File: config.mk
export PLATFORM = sky130hd
export DESIGN_NAME = frame_sync_pingpong_writer
export DESIGN_NICKNAME = d
export VERILOG_FILES = /design/src/rtl/frame_sync_pkg.sv /design/src/rtl/frame_sync_pingpong_writer_bank.sv /design/src/rtl/frame_sync_pingpong_writer.sv
export SDC_FILE = /design/constraint.sdc
export NUM_CORES = 1
export LEC_CHECK = 0
export ABC_AREA = 0
export CORE_ASPECT_RATIO = 1.1
export CORE_MARGIN = 2
export CORE_UTILIZATION = 56
export DETAILED_ROUTE_END_ITERATION = 16
export GPL_ROUTABILITY_DRIVEN = 1
export GPL_TIMING_DRIVEN = 1
export PLACE_DENSITY = 0.9
export SLEW_MARGIN = 0
export SYNTH_ARGS = -nofsm -noshare
export SYNTH_HDL_FRONTEND = slang
export SYNTH_SLANG_ARGS = --single-unit
File: constraint.sdc
create_clock -name clk -period 6.91 [get_ports clk]
set_clock_uncertainty 0.2 [all_clocks]
set_input_delay 1.382 -clock clk [delete_from_list [all_inputs] [get_ports clk]]
set_output_delay 1.382 -clock clk [all_outputs]
set_load 0.01 [all_outputs]
File: src/rtl/frame_sync_pkg.sv
// Shared types and constants for the frame-sync ping-pong writer.
package frame_sync_pkg;

    typedef enum logic [2:0] {
        IDLE,
        HUNT0,
        HUNT1,
        FILL,
        WAIT_BANK
    } state_t;

    localparam logic [15:0] DEF_SYNC0 = 16'hEB90;
    localparam logic [15:0] DEF_SYNC1 = 16'hFAF3;

    function automatic int clog2(input int v);
        int r;
        r = 0;
        while ((1 << r) < v) r++;
        return r;
    endfunction

endpackage

File: src/rtl/frame_sync_pingpong_writer_bank.sv
// Two-bank bookkeeping: active bank pointer, per-bank full flags, busy checks.
module frame_bank_ctrl (
    input  logic       clk,
    input  logic       reset,
    input  logic       clear_i,
    input  logic       done_i,
    input  logic [1:0] release_i,
    output logic       bank_o,
    output logic [1:0] full_o,
    output logic       cur_busy_o,
    output logic       next_busy_o
);
    logic       bank_q, bank_d;
    logic [1:0] full_q, full_d;

    always_comb begin
        bank_d = bank_q;
        full_d = full_q & ~release_i;
        if (clear_i) begin
            bank_d = 1'b0;
            full_d = 2'b00;
        end else if (done_i) begin
            full_d[bank_q] = 1'b1;
            bank_d         = ~bank_q;
        end
    end

    always_ff @(posedge clk) begin
        if (reset) begin
            bank_q <= 1'b0;
            full_q <= 2'b00;
        end else begin
            bank_q <= bank_d;
            full_q <= full_d;
        end
    end

    assign bank_o      = bank_q;
    assign full_o      = full_q;
    assign cur_busy_o  = full_q[bank_q];
    assign next_busy_o = full_q[~bank_q];

endmodule

File: src/rtl/frame_sync_pingpong_writer.sv
// Hunts a two-word sync header in a FIFO stream and writes fixed-length
// frames alternately into two RAM banks, with stall timeout and error count.
module frame_sync_pingpong_writer
    import frame_sync_pkg::*;
#(
    parameter int                DATA_W    = 16,
    parameter int                FRAME_LEN = 512,
    parameter int                ADDR_W    = 9,
    parameter logic [DATA_W-1:0] SYNC0     = DEF_SYNC0,
    parameter logic [DATA_W-1:0] SYNC1     = DEF_SYNC1,
    parameter int                TIMEOUT   = 1024,
    parameter int                ERR_W     = 16
) (
    input  logic              clk,
    input  logic              reset,
    input  logic              update_flag,
    input  logic              fifo_empty,
    output logic              fifo_rdreq,
    input  logic [DATA_W-1:0] dat_in,
    output logic [DATA_W-1:0] wr_dat,
    output logic [ADDR_W:0]   wr_addr,
    output logic              wr_en,
    output logic [1:0]        bank_full,
    input  logic [1:0]        bank_release,
    output logic              frame_done,
    output logic [ERR_W-1:0]  err_cnt
);
    localparam int              SIL_W    = clog2(TIMEOUT + 1);
    localparam logic [SIL_W-1:0] SIL_MAX = SIL_W'(TIMEOUT - 1);
    localparam logic [ADDR_W:0]  REQ_MAX = (ADDR_W + 1)'(FRAME_LEN);
    localparam logic [ADDR_W-1:0] LAST_OFF = ADDR_W'(FRAME_LEN - 1);

    state_t             state_q, state_d;
    logic               upd_q, rd_vld_q;
    logic [ADDR_W:0]    req_cnt_q, req_cnt_d;
    logic [ADDR_W-1:0]  wr_cnt_q, wr_cnt_d;
    logic [SIL_W-1:0]   sil_q, sil_d;
    logic [ERR_W-1:0]   err_q, err_d;
    logic               wr_en_q, done_q;
    logic [DATA_W-1:0]  wr_dat_q;
    logic [ADDR_W:0]    wr_addr_q;
    logic               want, err_inc, wr_fire, frame_end;
    logic               bank, cur_busy, next_busy;

    frame_bank_ctrl u_bank (
        .clk         (clk),
        .reset       (reset),
        .clear_i     (update_flag),
        .done_i      (frame_end),
        .release_i   (bank_release),
        .bank_o      (bank),
        .full_o      (bank_full),
        .cur_busy_o  (cur_busy),
        .next_busy_o (next_busy)
    );

    assign want = (state_q == HUNT0) || (state_q == HUNT1) ||
                  ((state_q == FILL) && (req_cnt_q < REQ_MAX));
    assign fifo_rdreq = want && !fifo_empty && !update_flag;

    always_comb begin
        state_d   = state_q;
        req_cnt_d = req_cnt_q;
        wr_cnt_d  = wr_cnt_q;
        sil_d     = sil_q;
        err_inc   = 1'b0;
        wr_fire   = 1'b0;
        frame_end = 1'b0;
        unique case (state_q)
            IDLE:  if (upd_q && !update_flag) state_d = HUNT0;
            HUNT0: if (rd_vld_q && dat_in == SYNC0) state_d = HUNT1;
            HUNT1: begin
                if (rd_vld_q && dat_in == SYNC1) begin
                    // The request issued alongside the header word is already payload.
                    state_d   = FILL;
                    req_cnt_d = {ADDR_W'(0), fifo_rdreq};
                    wr_cnt_d  = '0;
                    sil_d     = '0;
                end else if (rd_vld_q && dat_in != SYNC0) begin
                    state_d = HUNT0;
                    err_inc = 1'b1;
                end
            end
            FILL: begin
                if (fifo_rdreq) req_cnt_d = req_cnt_q + 1'b1;
                if (rd_vld_q) begin
                    wr_fire  = 1'b1;
                    wr_cnt_d = wr_cnt_q + 1'b1;
                    sil_d    = '0;
                    if (wr_cnt_q == LAST_OFF) begin
                        frame_end = 1'b1;
                        state_d   = next_busy ? WAIT_BANK : HUNT0;
                    end
                end else if (sil_q == SIL_MAX) begin
                    state_d = HUNT0;
                    err_inc = 1'b1;
                    sil_d   = '0;
                end else begin
                    sil_d = sil_q + 1'b1;
                end
            end
            WAIT_BANK: if (!cur_busy) state_d = HUNT0;
            default:   state_d = IDLE;
        endcase
        if (update_flag) begin
            state_d   = IDLE;
            err_inc   = 1'b0;
            wr_fire   = 1'b0;
            frame_end = 1'b0;
        end
    end

    assign err_d = (err_inc && err_q != '1) ? err_q + ERR_W'(1) : err_q;

    always_ff @(posedge clk) begin
        if (reset) begin
            state_q   <= IDLE;
            upd_q     <= 1'b0;
            rd_vld_q  <= 1'b0;
            req_cnt_q <= '0;
            wr_cnt_q  <= '0;
            sil_q     <= '0;
            err_q     <= '0;
            wr_en_q   <= 1'b0;
            done_q    <= 1'b0;
            wr_dat_q  <= '0;
            wr_addr_q <= '0;
        end else begin
            state_q   <= state_d;
            upd_q     <= update_flag;
            rd_vld_q  <= fifo_rdreq;
            req_cnt_q <= req_cnt_d;
            wr_cnt_q  <= wr_cnt_d;
            sil_q     <= sil_d;
            err_q     <= err_d;
            wr_en_q   <= wr_fire;
            done_q    <= frame_end;
            if (wr_fire) begin
                wr_dat_q  <= dat_in;
                wr_addr_q <= {bank, wr_cnt_q};
            end
        end
    end

    assign wr_en      = wr_en_q;
    assign wr_dat     = wr_dat_q;
    assign wr_addr    = wr_addr_q;
    assign frame_done = done_q;
    assign err_cnt    = err_q;

endmodule

==> flow_summary.yaml, run 1 <==
outcome:
  status: "completed"
pwr:
  p_leak_nw: 1.53
  p_per_area_nw_per_um2: 184
  peakVddDrop_mv: 0.0959
  p_comb_share_pct: 3.5
  switching_power_mw: 0.193
  swShare_pct: 22.8
  clock_power_share_pct: 40.7
  power.internal_mw: 0.654
  p_seq_share_pct: 55.8
cts:
  post-cts-setup-buffers: 0
  htree_levels: 3
  hold_buffers: 0
  clk_latency_ns: 0.35
  clock-sinks: 82
  numCtsBuffers: 9
  cts_tree: "done"
  clk_pin_slew_worst_paths_ns: 0.08
  cts.path.max_buffers: 2
  cts_resized: 0
  root_buffer: "clkbuf_8"
yosys:
  synth_xor_xnor_area_share_pct: 4.70
  syn_inst: 464
  syn_area_um2: 3730
  syn_avg_cell_area_um2: 8.04
  synth-compound-area-share_pct: 14.5
  ys_async_sr_fraction_pct: 0
  yosys_warnings: 0
  yosysUniqueCellTypes: 50
  syn_nets: 491
  ys_seq_area_share_pct: 44.0
  synth_top_family_by_area: "simple AND/OR/NAND/NOR gates"
  synth_adder_area_share_pct: 1.68
  synth-seq-cells: 82
  ys.flop_type: "dfxtp_1"
  synth-edff-count: 0
  yosys.area_share.simple_pct: 29.6
  synth_mux_area_share_pct: 1.74
setup_path:
  crit_start: "update_flag"
  worstSetupEndpointType: "primary output"
  path_common_cell: "clkdlybuf4s50_1"
  crit_path_max_incr_delay_ns: 0.59
  path_cells: "clkdlybuf4s50_1 -> nor3_1 -> o21ai_0 -> a31oi_1 -> clkdlybuf4s50_1"
  cpLargestDelayFamily: "buffers and inverters"
  crit_arrival_ns: 3.17
  worstSetupStartpointType: "primary input"
  r2r-start: "rd_vld_q"
  path_buf_inv: 2
  cp_max_fo: 10
  cpMaxStageDelayCell: "clkdlybuf4s50_1"
  path_class: "primary input to primary output"
  cp.required_ns: 5.33
timing:
  fin_crit_ns: 4.75
  fin_crit_sh_pct: 68.7
  max_slew_margin_pct: 29.2
  worstMarginPinSlew_ns: 1.06
  timing.hold.ws_ns: 0.257
  rsz0062_at_grt: "false"
  drv_slew: 0
  fin_tns_setup_ns: 0
  setup_viol_count_final: 0
  max_clock_freq_ghz: 0.211
  hold_violations: 0
layout:
  n_antenna_cell: 0
  area_growth_pct: 23.5
  nNetsFinal: 544
  fin_area_um2: 4610
  drive_gt1_share_pct: 5.56
floorplan:
  die_x_um: 81.8
  rows: 31
  die_h_um: 89.6
  start_util_pct: 57.2
  ios: 69
  dieArea_um2: 7330
  core_area_um2: 6520
hold_path:
  hold_path_class: "flip-flop to flip-flop"
  min_from: "wr_dat[2]"
detailed_routing:
  vias: 3541
  firstDrtPassIters: 4
  first_iter_violations: 192
  vias_per_cell: 5.86
  final_antenna_net_count: 0
  drt_wl_total_mm: 8.50
  wl_per_cell_um: 14.1
  post-route-drc-count: 0
placement:
  hpwl_mm: 5.76
  io_buffers: 68
  gp_congestion: 0.928
  place_area_um2: 4410
global_routing:
  grt_pass1_vias: 3005
  globalRoute.totalOverflow: 0
  grt_max_degree: 61
  antenna_found_initial: 0
  grt_pass1_wl_mm: 13.5
  grt_usage_pct: 23.4
flow_run:
  cap_violations: 0
-- logic make-up (layout without fill, tap and decap cells) --
group / after synthesis / after routing
buffers and inverters: 36 / 94
and+or+nand+nor: 224 / 224
muxes: 6 / 6
AOI/OAI and AO/OA: 91 / 91
adders and majority gates: 5 / 5
DFF: 82 / 82
xor gates and xnor gates: 20 / 20
-- routing by layer --
layer  up-vias  part of all wire [%]  global-route usage (%)
li1       1738                     -                       -
met1      1693                    43                    28.1
met2        95                    50                    40.1
met3        15                   5.4                    4.50
met4         0                   1.6                    11.7
met5         -                     0                       0
-- stage by stage --
step | total power, mW | util, % | instances | worst slack, ns
floorplan | 0.497 | - | 464 | 3.25
finish | 0.848 | 70.7 | 604 | 2.16
detailed placement | 0.514 | 67.7 | 588 | 2.17
global placement | 0.513 | 67.7 | 588 | 2.25
global route | 0.875 | 70.7 | 604 | 2.01
CTS | 0.852 | 70.7 | 604 | 2.16
-- cell usage in the layout (no fill, tap or decap), types with 10 or more instances in the layout --
cell type	Yosys	layout
nor3_1	10	10
dfxtp_1	82	82
a21oi_1	50	50
xor2_1	11	11
clkdlybuf4s50_1	0	67
nand2_1	81	81
nor2_1	50	50
nand3_1	13	13
o21ai_0	13	13
-- area by class of cell --
| class | instances | area [um^2] |
|---|---|---|
| fillers | 510 | 1910 |
| multi-input cells | 346 | 1950 |
| clock buffers | 10 | 128 |
| repair buffers | 70 | 691 |
| flip-flops and latches | 82 | 1640 |
| well taps | 82 | 103 |
| clock inverters | 6 | 67.6 |
| inverters | 8 | 30.0 |
-- worst paths after layout --
check | to | slack [ns] | depth (start not counted)
hold reg to reg | wr_dat[2] | 0.26 | 2
setup reg to reg | err_cnt[5] | 3.90 | 6
hold / removal | wr_dat[2] | 0.26 | 2
setup / recovery | fifo_rdreq | 2.16 | 5
-- worst min-delay path, delay by kind of cell (launching register included) --
family	cells	cell delay [ns]
AO/OA/AOI/OAI	1	0.05
flip-flops	1	0.31
AND/OR/NAND/NOR	1	0.05
-- sequential cells by signal, summed over array words and instances (netlist names) --
name / flops
sil_q: 11
state_q: 3
upd_q: 1
rd_vld_q: 1
wr_en: 1
u_bank.bank_o: 1
req_cnt_q: 10
u_bank.full_o: 2
err_cnt: 16
wr_cnt_q: 9
wr_addr: 10
frame_done: 1
wr_dat: 16
-- Yosys cell counts, types with 5 or more instances --
| library cell | count | area (um^2) |
|---|---|---|
| dfxtp_1 | 82 | 1640 |
| nand2_1 | 81 | 304 |
| a21oi_1 | 50 | 250 |
| nor2_1 | 50 | 188 |
| clkbuf_1 | 27 | 101 |
| nand3_1 | 13 | 65.1 |
| o21ai_0 | 13 | 65.1 |
| xor2_1 | 11 | 96.3 |
| nor3_1 | 10 | 50.1 |
| nand4_1 | 9 | 56.3 |
| nor2b_1 | 9 | 56.3 |
| or4_1 | 9 | 67.6 |
| xnor2_1 | 9 | 78.8 |
| inv_1 | 8 | 30.0 |
| and3_1 | 7 | 43.8 |
| o31ai_1 | 7 | 52.6 |
| or3_1 | 7 | 43.8 |
| ha_1 | 5 | 62.6 |
-- power by group through the flow --
| stage | Clock (mW) | Sequential [mW] | Combinational [mW] |
|---|---|---|---|
| floorplan | 0 | 0.484 | 0.0132 |
| global placement | 0 | 0.485 | 0.0288 |
| detailed placement | 0 | 0.485 | 0.0292 |
| CTS | 0.349 | 0.473 | 0.0295 |
| global route | 0.370 | 0.474 | 0.0319 |
| finish | 0.345 | 0.473 | 0.0298 |
Power figures use the tool's default switching activity.
==> inputs of run 2 (changes only) <==
Settings changed: CORE_UTILIZATION 56 to 47, PLACE_DENSITY 0.9 to 0.81.
Clock period 6.91 ns to 4.08 ns, I/O delays scaled along.
==> run 2 against run 1 <==
  * Sequential power up 70%
  * Sequential cell count unchanged
  * Core utilization down 11 points
  * Clock power up 67%
  * Cell count up 4.8%
  * Via count down 4.0%
  * Worst hold slack about the same
  * Sequential share of layout area down 0.42 points
  * First-iteration DRC count down 16%
  * Critical path depth unchanged
  * Combinational power up 68%
  * Count of clock-buffer cells in the layout unchanged
  * Critical endpoint unchanged
  * Largest cell class unchanged
  * Largest power group unchanged
==> flow_summary.yaml, run 2 (synthesized netlist as in run 1, its figures left out) <==
outcome:
  status: "completed"
global_routing:
  grt_pass1_wl_mm: 13.8
  grt_pass1_vias: 3258
  globalRoute.totalOverflow: 0
  antenna_found_initial: 0
  grt_max_degree: 38
  grt_usage_pct: 19.4
setup_path:
  path_cells: "clkdlybuf4s50_1 -> nor3_1 -> o21ai_0 -> a31oi_1 -> clkdlybuf4s50_1"
  cpMaxStageDelayCell: "clkdlybuf4s50_1"
  path_common_cell: "clkdlybuf4s50_1"
  path_buf_inv: 2
  crit_arrival_ns: 2.54
  cpLargestDelayFamily: "buffers and inverters"
  cp.required_ns: 3.06
  crit_path_max_incr_delay_ns: 0.60
  cp_max_fo: 10
  path_class: "primary input to primary output"
  worstSetupEndpointType: "primary output"
  worstSetupStartpointType: "primary input"
detailed_routing:
  firstDrtPassIters: 4
  wl_met3_um: 445
  wl_met1_mm: 3.79
  vias: 3399
  wl_met2_mm: 4.01
  post-route-drc-count: 0
  vias_per_cell: 5.37
  drt_wl_total_mm: 8.32
  wl_per_cell_um: 13.1
  final_antenna_net_count: 0
  highest_layer: "met4"
  first_iter_violations: 162
cts:
  clk_latency_ns: 0.35
  cts.path.max_buffers: 2
  hold_buffers: 0
  post-cts-setup-buffers: 0
  root_buffer: "clkbuf_8"
  clock-sinks: 82
  numCtsBuffers: 9
  clk_pin_slew_worst_paths_ns: 0.08
  cts_tree: "done"
  cts_resized: 0
  htree_levels: 3
layout:
  drive_gt1_share_pct: 6.10
  n_antenna_cell: 0
  layout_commonest_cell: "dfxtp_1"
  final_cell_mix: "dfxtp_1 (82), nand2_1 (81), clkdlybuf4s50_1 (67), nor2_1 (50), a21oi_1 (50)"
  area_growth_pct: 25.0
  nNetsFinal: 547
flow_run:
  cap_violations: 0
placement:
  io_buffers: 68
  gp_congestion: 0.877
  hpwl_mm: 5.88
timing:
  fin_tns_setup_ns: 0
  setup_viol_count_final: 0
  hold_violations: 0
  rsz0062_at_grt: "false"
  fin_crit_sh_pct: 87.3
  timing.hold.ws_ns: 0.257
  max_slew_margin_pct: 31.8
  drv_slew: 0
  fin_crit_ns: 3.56
  max_clock_freq_ghz: 0.281
  worstMarginPinSlew_ns: 1.02
floorplan:
  core_area_um2: 7780
  start_util_pct: 47.9
  ios: 69
  die_h_um: 97.4
  rows: 34
  dieArea_um2: 8660
  die_x_um: 88.9
pwr:
  p_leak_nw: 1.55
  peakVddDrop_mv: 0.185
  p_per_area_nw_per_um2: 306
hold_path:
  hold_path_class: "flip-flop to flip-flop"
## run 2: cell count changes in the layout (fill, tap and decap cells not counted), sizes merged
cell	delta
buf	+3
## run 2: area by class of cell
cell class	instances	area (um^2)
fillers	703	3120
multi-input cells	346	1950
flip-flops and latches	82	1640
repair buffers	73	713
well taps	108	135
clock buffers	10	128
clock inverters	6	67.6
inverters	8	30.0
## run 2: where the power goes
part           internal (mW)  total, mW  switching, mW
logic                 0.0242     0.0501         0.0259
clock network          0.284      0.577          0.293
registers              0.800      0.802        0.00146
## run 2: worst reg2reg max path, stage by stage, from the launching register on
cell     delay, ns
dfxtp_1       0.39
ha_1          0.21
nand3_1       0.11
or4_4         0.51
or3_1         0.33
o31a_1        0.26
buf_4         0.24
or4_1         0.51
a21oi_1       0.14
## run 2: path summary, 6_finish.rpt
kind,start,to,slack [ns],depth (start not counted)
max,update_flag,fifo_rdreq,0.52,5
max reg2reg,sil_q[0],err_cnt[13],1.12,8
min,wr_addr[7],wr_addr[7],0.26,2
min reg2reg,wr_addr[7],wr_addr[7],0.26,2
## run 2: per-layer routing
metal | up-vias | GRT usage [%]
met3 | 6 | 3.82
met4 | 0 | 6.77
li1 | 1733 | -
met5 | - | 0
met1 | 1567 | 24.4
met2 | 93 | 32.4
## run 2: stage by stage
step / utilization (%) / instance area [um^2] / cells / worst slack [ns] / power [mW]
after global routing: 59.9 / 4660 / 633 / 0.414 / 1.48
final: 59.9 / 4660 / 633 / 0.520 / 1.43
after floorplan: - / 3730 / 464 / 1.08 / 0.842
after detailed placement: 57.4 / 4470 / 617 / 0.492 / 0.871
after global placement: 57.4 / 4470 / 617 / 0.536 / 0.870
after CTS: 59.9 / 4660 / 633 / 0.512 / 1.44
==> inputs of run 3 (changes only) <==
Settings changed: CORE_UTILIZATION 47 to 49, CTS_BUF_LIST set to sky130_fd_sc_hd__clkbuf_4, MAX_ROUTING_LAYER set to met4, PLACE_DENSITY 0.81 to 0.84.
==> run 3 against run 2 <==
  * Core utilization grew 1.8 points
  * Die area shrank 3.9%
  * Sequential power is essentially flat
  * Worst hold slack gained 0.0075 ns
  * Via count grew 0.79%
  * Cell count shrank 3.3%
  * Critical path type unchanged
  * Highest routed layer unchanged
==> flow_summary.yaml, run 3 (synthesized netlist as in run 1, its figures left out) <==
global_routing:
  grt_pass1_vias: 3178
  grt_usage_pct: 21.3
  grt_pass1_wl_mm: 13.8
  globalRoute.totalOverflow: 0
  grt_max_degree: 44
  antenna_found_initial: 0
placement:
  io_buffers: 68
  place_area_um2: 4440
  hpwl_mm: 5.79
  gp_congestion: 0.902
  post-place-ws_ns: 0.480
layout:
  post-route-util_pct: 61.7
  final_cell_mix: "dfxtp_1 (82), nand2_1 (81), clkdlybuf4s50_1 (67), nor2_1 (50), a21oi_1 (50)"
  area_growth_pct: 22.9
  nNetsFinal: 547
  drive_gt1_share_pct: 6.10
  layout_commonest_cell: "dfxtp_1"
  n_antenna_cell: 0
  fin_area_um2: 4580
pwr:
  p_comb_share_pct: 3.7
  p_per_area_nw_per_um2: 293
  switching_power_mw: 0.325
  clock_power_share_pct: 36.5
  swShare_pct: 24.2
  p_leak_nw: 1.53
  p_seq_share_pct: 59.8
  p_total_mw: 1.34
  power.internal_mw: 1.02
  peakVddDrop_mv: 0.163
floorplan:
  start_util_pct: 50.2
  die_h_um: 95.5
  rows: 33
  die_x_um: 87.2
  ios: 69
  dieArea_um2: 8330
  core_area_um2: 7430
timing:
  setup_viol_count_final: 0
  drv_slew: 0
  max_slew_margin_pct: 29.3
  fin_crit_ns: 3.59
  hold_violations: 0
  finalWorstSetupSlack_ns: 0.491
  max_clock_freq_ghz: 0.279
  fin_tns_setup_ns: 0
  worstMarginPinSlew_ns: 1.06
  fin_crit_sh_pct: 88.0
  rsz0062_at_grt: "false"
cts:
  post-cts-setup-buffers: 0
  hold_buffers: 0
  cts_resized: 0
  htree_levels: 3
  cts.path.max_buffers: 2
  clk_pin_slew_worst_paths_ns: 0.13
  numCtsBuffers: 9
  clock-sinks: 82
  cts_tree: "done"
  root_buffer: "clkbuf_4"
  clk_latency_ns: 0.44
setup_path:
  path_cells: "clkdlybuf4s50_1 -> nor3_1 -> o21ai_0 -> a31oi_1 -> clkdlybuf4s50_1"
  cpMaxStageDelayCell: "clkdlybuf4s50_1"
  path_common_cell: "clkdlybuf4s50_1"
  cpLargestDelayFamily: "buffers and inverters"
  path_class: "primary input to primary output"
  worstSetupStartpointType: "primary input"
  crit_path_max_incr_delay_ns: 0.59
  cp_max_fo: 10
  cp.required_ns: 3.06
  crit_arrival_ns: 2.57
  path_buf_inv: 2
  worstSetupEndpointType: "primary output"
outcome:
  status: "completed"
detailed_routing:
  wl_per_cell_um: 13.3
  vias: 3426
  first_iter_violations: 244
  post-route-drc-count: 0
  drt_wl_total_mm: 8.13
  firstDrtPassIters: 4
  final_antenna_net_count: 0
  vias_per_cell: 5.60
hold_path:
  hold_path_class: "flip-flop to flip-flop"
flow_run:
  cap_violations: 0
-- run 3: cell count changes in the layout (fill, tap and decap cells not counted) --
cell	change
clkbuf_8	-9
clkinv_1	+1
clkbuf_1	-1
clkinvlp_4	-1
clkbuf_4	+9
clkinv_2	-1
clkinv_4	-1
inv_6	+3
-- run 3: path summary, 6_finish.rpt --
kind,start,endpoint,slack (ns),cells after the start
min reg2reg,wr_addr[6],wr_addr[6],0.26,2
max reg2reg,sil_q[0],err_cnt[13],1.13,8
min,wr_addr[6],wr_addr[6],0.26,2
max,update_flag,fifo_rdreq,0.49,5
-- run 3: layer usage --
layer,vias up,global-route usage (%),wire length [um]
li1,1741,-,-
met1,1584,24.7,3640
met2,89,35.9,3960
met3,12,4.50,386
met4,0,8.33,140
met5,-,-,0
-- run 3: through the flow --
stage	cells	hold slack, ns
6_report	612	0.264
4_1_cts	612	0.265
5_1_grt	612	0.281
2_1_floorplan	464	0.249
3_5_place_dp	596	0.246
3_3_place_gp	596	0.242
-- run 3: worst min-delay path: cells and delay by family, from the launching register on --
| kind | cells | cell delay (ns) |
|---|---|---|
| flops | 1 | 0.33 |
| simple gates | 1 | 0.05 |
| compound gates | 1 | 0.05 |
-- run 3: cell type report --
| cell class | count | area [um^2] |
|---|---|---|
| clock buffer | 9 | 67.6 |
| fill | 669 | 2850 |
| timing repair buffer | 73 | 713 |
| clock inverter | 7 | 76.3 |
| multi-input combinational | 346 | 1950 |
| sequential | 82 | 1640 |
| tap | 87 | 109 |
| inverter | 8 | 30.0 |
-- run 3: power by group through the flow --
stage / Sequential (mW) / Clock [mW] / Combinational (mW)
final: 0.803 / 0.490 / 0.0499
after global routing: 0.804 / 0.544 / 0.0537
after CTS: 0.803 / 0.503 / 0.0501
after detailed placement: 0.821 / 0 / 0.0497
after global placement: 0.821 / 0 / 0.0492
after floorplan: 0.820 / 0 / 0.0224
